### config.mk
export PLATFORM = sky130hd
export DESIGN_NAME = gray_step_ctrl
export DESIGN_NICKNAME = d
export VERILOG_FILES = /design/src/rtl/gray_step_ctrl_pkg.sv /design/src/rtl/gray_step_ctrl_shadow.sv /design/src/rtl/gray_step_ctrl.sv
export SDC_FILE = /design/constraint.sdc
export NUM_CORES = 1
export LEC_CHECK = 0
export ABC_AREA = 1
export BUFFER_PORTS_ARGS = -buffer_cell sky130_fd_sc_hd__buf_2
export CAP_MARGIN = 10
export CORE_MARGIN = 2
export CORE_UTILIZATION = 48
export DETAILED_ROUTE_END_ITERATION = 10
export GPL_TIMING_DRIVEN = 0
export PLACE_DENSITY = 0.73
export SLEW_MARGIN = 0
export SYNTH_ARGS = -nofsm -noshare
export SYNTH_HDL_FRONTEND = slang
export SYNTH_HIERARCHICAL = 1
export SYNTH_SLANG_ARGS = --single-unit
### constraint.sdc
create_clock -name Clk -period 1.4 [get_ports Clk]
set_input_delay 0 -clock Clk [delete_from_list [all_inputs] [get_ports Clk]]
set_output_delay 0 -clock Clk [all_outputs]
set_load 0.005 [all_outputs]
### src/rtl/gray_step_ctrl_pkg.sv
// Shared definitions for the gray counter sequencer: state encoding and gray width.
package gray_step_ctrl_pkg;

    localparam int GRAY_W = 3;

    localparam logic [2:0] S_IDLE = 3'd0;
    localparam logic [2:0] S_CLR  = 3'd1;
    localparam logic [2:0] S_RUN  = 3'd2;
    localparam logic [2:0] S_HOLD = 3'd3;
    localparam logic [2:0] S_DONE = 3'd4;

    typedef enum logic [2:0] {
        ST_IDLE = S_IDLE,
        ST_CLR  = S_CLR,
        ST_RUN  = S_RUN,
        ST_HOLD = S_HOLD,
        ST_DONE = S_DONE
    } state_t;

endpackage

### src/rtl/gray_step_ctrl_shadow.sv
// Binary shadow of the gray counter phase: wrap detection, saturating wrap count
// and the gray code the real counter is expected to show.
module gray_shadow
    import gray_step_ctrl_pkg::*;
#(
    parameter int WRAP_W = 4
) (
    input  logic              Clk,
    input  logic              Reset_n,
    input  logic              clr,
    input  logic              step,
    output logic [GRAY_W-1:0] exp_gray,
    output logic [WRAP_W-1:0] wrap_cnt,
    output logic              wrap_seen
);

    logic [GRAY_W-1:0] phase_reg, phase_next;
    logic [WRAP_W-1:0] wrap_cnt_reg, wrap_cnt_next;
    logic              wrap_seen_reg, wrap_seen_next;

    // Advance the phase on every enabled step; a step out of all-ones is a wrap.
    always_comb begin
        phase_next     = phase_reg;
        wrap_cnt_next  = wrap_cnt_reg;
        wrap_seen_next = wrap_seen_reg;
        if (clr) begin
            phase_next     = '0;
            wrap_cnt_next  = '0;
            wrap_seen_next = 1'b0;
        end else if (step) begin
            phase_next = phase_reg + 1'b1;
            if (phase_reg == '1) begin
                wrap_seen_next = 1'b1;
                if (wrap_cnt_reg != '1) begin
                    wrap_cnt_next = wrap_cnt_reg + 1'b1;
                end
            end
        end
    end

    // Shadow state registers.
    always_ff @(posedge Clk or negedge Reset_n) begin
        if (!Reset_n) begin
            phase_reg     <= '0;
            wrap_cnt_reg  <= '0;
            wrap_seen_reg <= 1'b0;
        end else begin
            phase_reg     <= phase_next;
            wrap_cnt_reg  <= wrap_cnt_next;
            wrap_seen_reg <= wrap_seen_next;
        end
    end

    // Binary to gray: each lower bit is the XOR of adjacent phase bits.
    genvar gi;
    generate
        for (gi = 0; gi < GRAY_W - 1; gi++) begin : g_gray
            assign exp_gray[gi] = phase_reg[gi+1] ^ phase_reg[gi];
        end
    endgenerate
    assign exp_gray[GRAY_W-1] = phase_reg[GRAY_W-1];

    assign wrap_cnt  = wrap_cnt_reg;
    assign wrap_seen = wrap_seen_reg;

endmodule

### src/rtl/gray_step_ctrl.sv
// Sequencer for one 3-bit gray counter: issues exactly Steps enables with optional
// pre-clear, pause and abort, and cross-checks the counter's sticky overflow.
module gray_step_ctrl
    import gray_step_ctrl_pkg::*;
#(
    parameter int STEP_W = 8,
    parameter int WRAP_W = 4
) (
    input  logic              Clk,
    input  logic              Reset_n,
    input  logic              Start,
    input  logic [STEP_W-1:0] Steps,
    input  logic              Clr_req,
    input  logic              Pause,
    input  logic              Abort,
    input  logic              Ovf_in,
    output logic              Cnt_En,
    output logic              Cnt_Clr,
    output logic              Busy,
    output logic              Done,
    output logic [STEP_W-1:0] Remaining,
    output logic [GRAY_W-1:0] Exp_gray,
    output logic [WRAP_W-1:0] Wrap_cnt,
    output logic              Err
);

    state_t            state_reg, state_next;
    logic [STEP_W-1:0] rem_reg, rem_next;
    logic              err_reg, err_next;
    logic              wrap_seen;

    // Next-state, remaining count and counter strobes.
    always_comb begin
        state_next = state_reg;
        rem_next   = rem_reg;
        Cnt_En     = 1'b0;
        Cnt_Clr    = 1'b0;
        Busy       = 1'b0;
        Done       = 1'b0;
        case (state_reg)
            ST_IDLE: begin
                if (Start) begin
                    rem_next = Steps;
                    if (Steps == '0) begin
                        state_next = ST_DONE;
                    end else if (Clr_req) begin
                        state_next = ST_CLR;
                    end else begin
                        state_next = ST_RUN;
                    end
                end
            end
            ST_CLR: begin
                Busy       = 1'b1;
                Cnt_Clr    = 1'b1;
                state_next = ST_RUN;
            end
            ST_RUN: begin
                Busy   = 1'b1;
                Cnt_En = !Pause && !Abort;
                if (Abort) begin
                    state_next = ST_DONE;
                end else if (Pause) begin
                    state_next = ST_HOLD;
                end else begin
                    rem_next = rem_reg - STEP_W'(1);
                    // Last step issued this cycle: finish without another enable.
                    if (rem_reg == STEP_W'(1)) begin
                        state_next = ST_DONE;
                    end
                end
            end
            ST_HOLD: begin
                Busy = 1'b1;
                if (Abort) begin
                    state_next = ST_DONE;
                end else if (!Pause) begin
                    state_next = ST_RUN;
                end
            end
            ST_DONE: begin
                Done       = 1'b1;
                state_next = ST_IDLE;
            end
            default: begin
                state_next = ST_IDLE;
            end
        endcase
    end

    // Overflow cross-check: sticky, cleared only by the pre-clear cycle.
    always_comb begin
        err_next = err_reg | (Ovf_in ^ wrap_seen);
        if (state_reg == ST_CLR) begin
            err_next = 1'b0;
        end
    end

    // Control state registers.
    always_ff @(posedge Clk or negedge Reset_n) begin
        if (!Reset_n) begin
            state_reg <= ST_IDLE;
            rem_reg   <= '0;
            err_reg   <= 1'b0;
        end else begin
            state_reg <= state_next;
            rem_reg   <= rem_next;
            err_reg   <= err_next;
        end
    end

    gray_shadow #(
        .WRAP_W (WRAP_W)
    ) u_shadow (
        .Clk       (Clk),
        .Reset_n   (Reset_n),
        .clr       (Cnt_Clr),
        .step      (Cnt_En),
        .exp_gray  (Exp_gray),
        .wrap_cnt  (Wrap_cnt),
        .wrap_seen (wrap_seen)
    );

    assign Remaining = rem_reg;
    assign Err       = err_reg;

endmodule
==> metrics.md, run 1 <==
| Metric | Value |
|---|---|
| Top routing layer used | `met4` |
| TritonCTS clock tree | `yes` |
| Die X | `58.7 um` |
| Grt total ovfl | `0` |
| Hold Slack | `13.6 ps` |
| Drt drc | `1` |
| ANT nets after route | `0` |
| Syn Nets | `230` |
| Buffers & Inverters on Critical Path | `3` |
| Layout cell share with drive strength beyond 1 | `0.324` |
| DIE HEIGHT | `58.7 um` |
| Leakage | `1.05 nW` |
| P per Cell Area | `2030 nW/um2` |
| Layout area overhead | `29.1%` |
| Status | `finished with violations` |
| Clock Tree Buf Depth | `2` |
| H-Tree Level Count | `1` |
| Fin cells | `290` |
| Worst-margin pin slew | `469 ps` |
| Final hold vios | `0` |
| Tmin final | `around 1300 ps` |
| Syn. warnings | `6` |
| Clock Tree Root | `clkbuf_4` |
| Max FFs per register | `8` |
| Total chip power | `roughly 3.8 mW` |
| Initial antenna violation count | `0` |
| GRT Util Overall | `0.208` |
| Core footprint | `2810 um2` |
| Failing checks | `design-rule violations` |
| Final non-filler cell area | `1860 um2` |
| # IOs | `35` |
| Placed cell count | `275` |
| Routed WL | `3310 um` |
| First-pass GRT wire length | `5540 um` |
| WL met1 | `1570 um` |
| DP HPWL | `2400 um` |
| Avg WL per Cell | `11.4 um` |
| CTS clk-pin slew, worst paths | `130 ps` |
| Fillers | `258` |
| Worst Path Class, Setup | `reg -> out` |
| Crit-path cells | `inv_4, nand2_4, nor2_4, nand3_4, inv_4, buf_2` |
| Cells after Synth | `210` |
| Kind of cell adding the most delay to the critical path | `flip-flops` |
| Setup crit end kind | `output port` |
| Synthesized cell area | `1440 um2` |
| Sequential area share after synthesis | `0.348` |
| Required time of the critical path | `1400 ps` |
| Layout Utilization | `0.661` |
| Nets@finish | `280` |
| Clock Latency Late Sink | `approximately 320 ps` |
| Starting Density | `0.512` |
| Worst path arrival time | `1340 ps` |
| Port-buffer cells | `34` |
| FP Rows | `19` |
| #FFs+latches synth | `20` |
| DIE AREA | `approximately 3400 um2` |
| Yosys cell types | `27` |
| Final setup skew | `between 9 and 10 ps` |
| Largest net degree at the start of global routing | `21` |
| Slew headroom | `0.688` |
| RSZ-0062 raised after global routing | `yes` |
| Mapped Avg Cell Area | `6.85 um2` |
| Wire length on met2 | `1550 um` |
| Placed inst area | `1650 um2` |
| CP Launch Type | `register` |
| Number of DRC markers in iteration 0 | `66` |
| Ant diodes | `0` |
| Max IR drop VDD | `0.00105 V` |
| Vias in the first global route | `1,263` |
| F_max | `0.747 GHz` |
| Vias per Instance | `5.00` |
| Drt pass-1 iters | `7` |
| Max-Cap Viols | `0` |
| Final setup vio count | `0` |
| RD Place Congestion | `~0.86` |
| WL met3 | `approximately 150 um` |
| Hold WC Path Type | `in -> reg` |
| Max stage delay on crit path | `420 ps` |
| Sink Count | `20` |
| Critical path's slowest cell | `dfrtp_1` |
| Slew Viols, Final | `0` |
| Most frequent CP cell | `inv_4` |
| Total CTS buffers | `3` |
| Final Cycle Share | `0.956` |
| CP max FO | `6` |
| Vias | `1,450` |
logic make-up after synthesis:
kind of cell	count (synthesis)	share of synthesized area
xor gates and xnor gates	3	0.0183
buffers and inverters	36	0.112
DFF	20	0.348
adders and majority gates	5	0.0435
and+or+nand+nor	128	0.409
AOI/OAI and AO/OA	18	0.0688
per-layer routing:
metal / up-vias / GRT usage
li1: 753 / -
met1: 661 / 0.309
met2: 34 / 0.322
met3: 2 / 0.0198
met4: 0 / 0.0584
met5: - / 0
worst paths after layout:
kind                                      end          startpoint  slack, ps  cells past startpoint
max                                    Cnt_En        state_reg[2]         60                      6
min                              Remaining[1]            Steps[1]         10                      5
max reg2reg                      Remaining[5]        state_reg[2]         70                      8
min reg2reg                u_shadow/wrap_seen  u_shadow/wrap_seen        530                      2
max in group asynchronous        state_reg[0]             Reset_n        920                      2
min in group asynchronous        Remaining[0]             Reset_n        140                      2
layout make-up:
class,count,area [um2],area share
Buffer,3,30.0,0.0162
Clock buffer,3,22.5,0.0121
Clock inverter,1,30.0,0.0162
Inverter,32,125,0.0674
Multi-Input combinational cell,154,836,0.450
Sequential cell,20,502,0.270
Tap cell,31,38.8,0.0209
Timing Repair Buffer,46,272,0.146
metrics by stage:
stage,setup WS (ps),TNS [ps]
finish,61.9,0
floorplan,1.25,0
global placement,-141,-499
global route,-13.5,-39.3
CTS,4.12,0
detailed placement,-176,-636
cells in the final DEF, fill, tap and decap left out:
cell,instances
nor2_2,6
ha_2,1
dfrtp_1,19
buf_4,9
o211ai_2,1
o21ai_0,9
o21ai_1,6
inv_4,2
nand3_1,16
a21oi_1,1
xor2_1,2
o22ai_1,1
nand4_2,1
nor2_1,18
buf_6,3
or2_1,1
nand3_2,2
dfrtp_2,1
nand2_1,64
inv_2,3
nand2_4,1
or2_2,2
inv_1,26
nor2_4,5
clkbuf_4,3
ha_1,4
nand3_4,2
clkinv_1,1
nand4_1,3
buf_2,34
nand2_2,6
dlygate4sd3_1,3
bufinv_16,1
nor3_2,1
xnor2_1,1
synth_stat cells:
master / n / area (um2)
a21oi_1: 1 / 5.00
buf_4: 1 / 7.51
buf_6: 3 / 33.8
clkinv_1: 1 / 3.75
dfrtp_1: 20 / 500
ha_1: 5 / 62.6
inv_1: 28 / 105
inv_2: 3 / 11.3
nand2_1: 69 / 259
nand2_2: 1 / 6.26
nand2_4: 1 / 11.3
nand3_1: 16 / 80.1
nand3_2: 4 / 40.0
nand4_1: 3 / 18.8
nand4_2: 1 / 12.5
nor2_1: 22 / 82.6
nor2_2: 5 / 31.3
nor2_4: 2 / 22.5
nor3_1: 1 / 5.00
o211ai_2: 1 / 12.5
o21ai_0: 9 / 45.0
o21ai_1: 6 / 30.0
o22ai_1: 1 / 6.26
or2_1: 1 / 6.26
or2_2: 2 / 12.5
xnor2_1: 1 / 8.76
xor2_1: 2 / 17.5
repair_timing:
| action | in CTS | in global routing |
|---|---|---|
| hold buffers | 3 | 0 |
| endpoints found under the setup margin | 12 | 18 |
| endpoints found under the hold margin | 22 | 0 |
| setup buffers | 6 | 3 |
| pin swaps | 0 | 7 |
| resized for setup | 7 | 13 |
worst reg2reg max path: stages, from the launching register on:
cell	delay, ps
dfrtp_1	420
inv_4	90
buf_4	150
nand4_2	130
nand2_2	120
nor2_4	50
buf_6	140
nand3_1	70
nand2_1	50
power breakdown:
group          total, mW  internal [mW]  switching [mW]
sequential          1.01          0.790           0.221
clock              0.496          0.290           0.206
combinational       2.26          0.957            1.30
total               3.76           2.04            1.73
No activity file was read; power rests on OpenSTA's default activity.
==> inputs of run 2 (changes only) <==
--- a/config.mk
+++ b/config.mk
@@ -11,7 +11,6 @@
 export CORE_MARGIN = 2
 export CORE_UTILIZATION = 48
 export DETAILED_ROUTE_END_ITERATION = 10
-export GPL_TIMING_DRIVEN = 0
 export PLACE_DENSITY = 0.73
 export SLEW_MARGIN = 0
 export SYNTH_ARGS = -nofsm -noshare
==> run 2 against run 1 <==
Against the previous run: utilization fell by 1.7 points; fmax fell by 0.14%; flip-flop and latch count did not move; die area did not move; via count fell by 2.6%; worst setup slack got worse by 1.8 ps; combinational power fell by 3%; the run still ends with design-rule violations left; clock-buffer cell count did not move; critical path type unchanged; total power fell by 2.1%; clock power fell by 4.2%; largest cell class unchanged; critical path depth rose by 1.
==> metrics.md, run 2 (synthesis results as in run 1) <==
| Metric | Value |
|---|---|
| Core footprint | `around 2800 um2` |
| Slew headroom | `0.696` |
| Layout area overhead | `25.8%` |
| Wire length on met2 | `1550 um` |
| Clock Tree Root | `clkbuf_4` |
| Vias per Instance | `4.92` |
| Die X | `about 59 um` |
| Top routing layer used | `met4` |
| Final setup skew | `about 1.9 ps` |
| Clock Tree Buf Depth | `2` |
| Final hold vios | `0` |
| ANT nets after route | `0` |
| CP Launch Type | `register` |
| Placed inst area | `1660 um2` |
| Max IR drop VDD | `0.00114 V` |
| DIE HEIGHT | `58.7 um` |
| Worst Path Class, Setup | `reg -> out` |
| Vias in the first global route | `1,278` |
| Ant diodes | `0` |
| WL met3 | `between 100 and 150 um` |
| Total chip power | `3.69 mW` |
| Required time of the critical path | `1400 ps` |
| Max FFs per register | `8` |
| TritonCTS clock tree | `yes` |
| Number of DRC markers in iteration 0 | `50` |
| Vias | `between 1,000 and 1,500` |
| Max-Cap Viols | `0` |
| WL met1 | `1550 um` |
| Starting Density | `0.512` |
| Sink Count | `20` |
| Initial antenna violation count | `0` |
| Drt pass-1 iters | `7` |
| Clock Latency Late Sink | `310 ps` |
| Final Cycle Share | `0.957` |
| Worst-margin pin slew | `456 ps` |
| Fin cells | `287` |
| Final setup vio count | `0` |
| Worst path arrival time | `1340 ps` |
| Placed cell count | `278` |
| Avg WL per Cell | `11.4 um` |
| # IOs | `35` |
| Setup crit end kind | `output port` |
| Routed WL | `between 3000 and 4000 um` |
| Leakage | `1.03 nW` |
| GRT Util Overall | `0.202` |
| Slew Viols, Final | `0` |
| R2R setup slack | `60 ps` |
| H-Tree Level Count | `1` |
| DP HPWL | `2460 um` |
| RD Place Congestion | `0.846` |
| Most frequent cells in the layout | `66 x nand2_1, 33 x buf_2, 26 x inv_1` |
| DIE AREA | `3450 um2` |
| RSZ-0062 raised after global routing | `yes` |
| Port-buffer cells | `34` |
| Drt drc | `1` |
| Hold WC Path Type | `in -> reg` |
| CTS clk-pin slew, worst paths | `120 ps` |
| Layout Utilization | `0.645` |
| Final non-filler cell area | `1810 um2` |
| Status | `finished with violations` |
| Grt total ovfl | `0` |
| Largest net degree at the start of global routing | `21` |
| CP max FO | `5` |
| P per Cell Area | `2040 nW/um2` |
| Tmin final | `1340 ps` |
| Total CTS buffers | `3` |
| Nets@finish | `277` |
| First-pass GRT wire length | `5350 um` |
| Layout cell share with drive strength beyond 1 | `0.305` |
| Failing checks | `design-rule violations` |
| Commonest non-fill, non-tap cell in the layout | `nand2_1` |
| FP Rows | `19` |
| F_max | `0.746 GHz` |
## run 2: cell count changes in the layout (fill, tap and decap cells not counted), moves of 2 or more
cell and delta:
nand3_4 -2, nor2_2 -2, nand2_1 +2, inv_4 -2, nand3_2 +2, nand2_2 -3
dlygate4sd3_1 -2, nor2_1 +2, inv_2 +2
## run 2: cell type report
cell class / count / area [um2]
inverter: 32 / 120
clock inverter: 1 / 30.0
fill: 269 / 996
sequential: 20 / 502
clock buffer: 3 / 22.5
multi-input combinational: 155 / 831
timing repair buffer: 45 / 265
tap: 31 / 38.8
## run 2: where the power goes
part | internal (mW) | switching [mW] | leakage (nW)
combinational | 0.900 | 1.30 | 0.748
sequential | 0.790 | 0.219 | 0.255
clock | 0.290 | 0.186 | 0.0279
## run 2: critical path, cell delays in order, from the launching register on
cell and delay [ps]:
dfrtp_1 390, inv_2 80, nand2_4 70, nor2_4 110, nand3_2 90, inv_2 90, buf_6 110, buf_6 90
## run 2: metrics by stage
stage               worst slack [ps]  setup TNS (ps)  hold slack (ps)
finish                          60.1               0             12.8
detailed placement              71.8               0            -24.3
global route                   -45.0           -82.2             37.4
floorplan                       1.25               0             -296
global placement                66.1               0            -25.0
CTS                             1.90               0             5.69
## run 2: per-layer routing
layer / up-vias / GRT usage
met1: 628 / 0.278
met3: 4 / 0.0264
met2: 29 / 0.322
met5: - / 0
met4: 0 / 0.0779
li1: 751 / -
## run 2: path summary, 6_finish.rpt
check | start | end | cells after the start
min in group asynchronous | Reset_n | Remaining[0] | 2
worst min-delay path | Steps[3] | Remaining[3] | 5
worst max-delay path | state_reg[2] | Cnt_En | 7
worst min register to register | u_shadow/wrap_seen | u_shadow/wrap_seen | 2
max in group asynchronous | Reset_n | state_reg[0] | 2
worst max register to register | state_reg[1] | Remaining[7] | 9
## run 2: repair_timing
item	4_1_cts	5_1_grt
hold endpoints to repair	20	0
gates resized for setup	0	16
setup endpoints to repair	0	16
setup buffers	0	3
hold buffers	1	0
==> inputs of run 3 (changes only) <==
--- a/config.mk
+++ b/config.mk
@@ -12,6 +12,7 @@
 export CORE_UTILIZATION = 48
 export DETAILED_ROUTE_END_ITERATION = 10
 export PLACE_DENSITY = 0.73
+export SETUP_SLACK_MARGIN = 0.1
 export SLEW_MARGIN = 0
 export SYNTH_ARGS = -nofsm -noshare
 export SYNTH_HDL_FRONTEND = slang
==> run 3 against run 2 <==
Against the previous run: the run still ends with design-rule violations left; worst setup slack gained 10 ps; sequential share of layout area down 1.5 points; clock-buffer cell count unchanged; global-route usage is 0.33 points higher; first-iteration DRC count increased by 4.0%; sequential power about the same; flip-flop and latch count unchanged; design area increased by 5.9%; total power grew 7.3%; critical path depth fell by 2; clock skew grew 5.2 ps; non-clock buffer count rose by 5; critical path type unchanged.
==> metrics.md, run 3 (synthesis results as in run 1) <==
| Metric | Value |
|---|---|
| Status | `finished with violations` |
| Failing checks | `design-rule violations` |
| Clock Tree Buf Depth | `2` |
| Hold_sp | `Steps[3]` |
| Layout area overhead | `33.3%` |
| Commonest non-fill, non-tap cell in the layout | `nand2_1` |
| Avg WL per Cell | `11.9 um` |
| CP max FO | `5` |
| H-Tree Level Count | `1` |
| Cells on worst reg2reg path | `9` |
| Max-Cap Viols | `0` |
| Core footprint | `around 2800 um2` |
| Final setup skew | `7.06 ps` |
| Worst Path Class, Setup | `reg -> out` |
| Most frequent cells in the layout | `62 x nand2_1, 33 x buf_2, 24 x inv_1` |
| P per Cell Area | `slightly above 2000 nW/um2` |
| Max FFs per register | `8` |
| Critical path's slowest cell | `dfrtp_1` |
| Max IR drop VDD | `0.000992 V` |
| Worst-margin pin slew | `471 ps` |
| Drt drc | `1` |
| Total CTS buffers | `3` |
| Vias in the first global route | `1,274` |
| Leakage | `1.05 nW` |
| Nets@finish | `approximately 280` |
| Layout cell share with drive strength beyond 1 | `0.364` |
| Setup_tns | `0 ps` |
| Starting Density | `0.512` |
| Worst Setup EP | `Cnt_Clr` |
| Slew Viols, Final | `0` |
| TritonCTS clock tree | `yes` |
| FP Rows | `19` |
| DP HPWL | `2470 um` |
| Fillers | `255` |
| Die X | `58.7 um` |
| F_max | `0.752 GHz` |
| Tmin final | `~1300 ps` |
| Slew headroom | `0.686` |
| RSZ-0062 raised after global routing | `yes` |
| DIE AREA | `3450 um2` |
| Max stage delay on crit path | `420 ps` |
| Drt pass-1 iters | `7` |
| First-pass GRT wire length | `around 5500 um` |
| Required time of the critical path | `1400 ps` |
| DIE HEIGHT | `58.7 um` |
| Port-buffer cells | `34` |
| Hold WC Path Type | `in -> reg` |
| CTS clk-pin slew, worst paths | `130 ps` |
| Layout Utilization | `0.683` |
| ANT nets after route | `0` |
| Clock Tree Root | `clkbuf_4` |
| Worst path arrival time | `~1300 ps` |
| Setup crit end kind | `output port` |
| Grt total ovfl | `0` |
| GRT Util Overall | `0.205` |
| RD Place Congestion | `0.884` |
| Initial antenna violation count | `0` |
| FF-to-FF End | `Remaining[7]` |
| Ant diodes | `0` |
| Final hold vios | `0` |
| Sink Count | `20` |
| Vias per Instance | `about 5` |
| Number of DRC markers in iteration 0 | `52` |
| FF-to-FF Start | `state_reg[2]` |
| # IOs | `35` |
| Clock Latency Late Sink | `310 ps` |
| R2R setup slack | `approximately 90 ps` |
| Vias | `~1,500` |
| Final setup vio count | `0` |
| Routed WL | `about 3500 um` |
| Largest net degree at the start of global routing | `21` |
| Final Cycle Share | `0.950` |
| Crit-path cells | `inv_4, nand2_2, nor2_4, buf_6, buf_2` |
| CP Launch Type | `register` |
| Critical path origin | `state_reg[2]` |
==> run 3: changes by cell type in the layout (fill, tap and decap cells not counted), sizes merged <==
cell / previous run / this run
buf: 44 / 49
==> run 3: final cells by class <==
class | count | area (um2) | area share
tap | 31 | 38.8 | 0.0202
timing repair buffer | 50 | 310 | 0.162
clock buffer | 3 | 22.5 | 0.0117
multi-input combinational | 155 | 885 | 0.461
inverter | 32 | 128 | 0.0666
sequential | 20 | 503 | 0.262
clock inverter | 1 | 30.0 | 0.0157
==> run 3: worst max-delay path: cells and delay by family, from the launching register on <==
kind | cells | cell delay [ps]
buf+inv | 3 | 320
flops | 1 | 420
simple gates | 2 | 270
==> run 3: worst min path at each step <==
stage,endpoint,depth (start not counted),slack (ps)
floorplan,Err,0,-300
global placement,Remaining[0],1,-20
detailed placement,Remaining[0],1,-20
CTS,Remaining[2],5,10
global route,Remaining[6],4,40
finish,Remaining[3],5,20
==> run 3: power by group <==
| part | leakage (nW) | internal (mW) | switching [mW] | total (mW) |
|---|---|---|---|---|
| Clock | 0.0279 | 0.289 | 0.201 | 0.491 |
| Combinational | 0.773 | 1.03 | 1.41 | 2.44 |
| Sequential | 0.253 | 0.793 | 0.228 | 1.02 |
| Total | 1.05 | 2.11 | 1.84 | 3.96 |
==> run 3: what timing repair did <==
item                                    CTS  global route
endpoints found under the setup margin   19            21
gates resized for setup                   8            29
hold endpoints to repair                 20             0
hold buffers                              1             0
gates cloned                              1             0
buffers inserted                          6             3
pin swaps                                 0             6
==> run 3: layer usage <==
layer  up-vias  part of all wire  GRT usage
met5         -                 0          0
met4         0             0.011     0.0455
met3         5             0.045     0.0308
met2        41              0.49      0.335
met1       661              0.46      0.287
li1        755                 -          -
==> run 3: through the flow <==
| step | std cells | setup slack (ps) | total power [mW] | hold WS (ps) | instance area (um2) |
|---|---|---|---|---|---|
| 6_report | 292 | 70.3 | 3.96 | 24.2 | 1920 |
| 5_1_grt | 292 | 9.79 | 4.30 | 42.8 | 1920 |
| 4_1_cts | 289 | 82.2 | 3.63 | 12.2 | 1810 |
| 3_5_place_dp | 277 | 41.2 | 2.96 | -16.1 | 1670 |
| 3_3_place_gp | 277 | 66.4 | 2.93 | -19.9 | 1670 |
| 2_1_floorplan | 210 | 73.4 | 2.42 | -296 | 1460 |
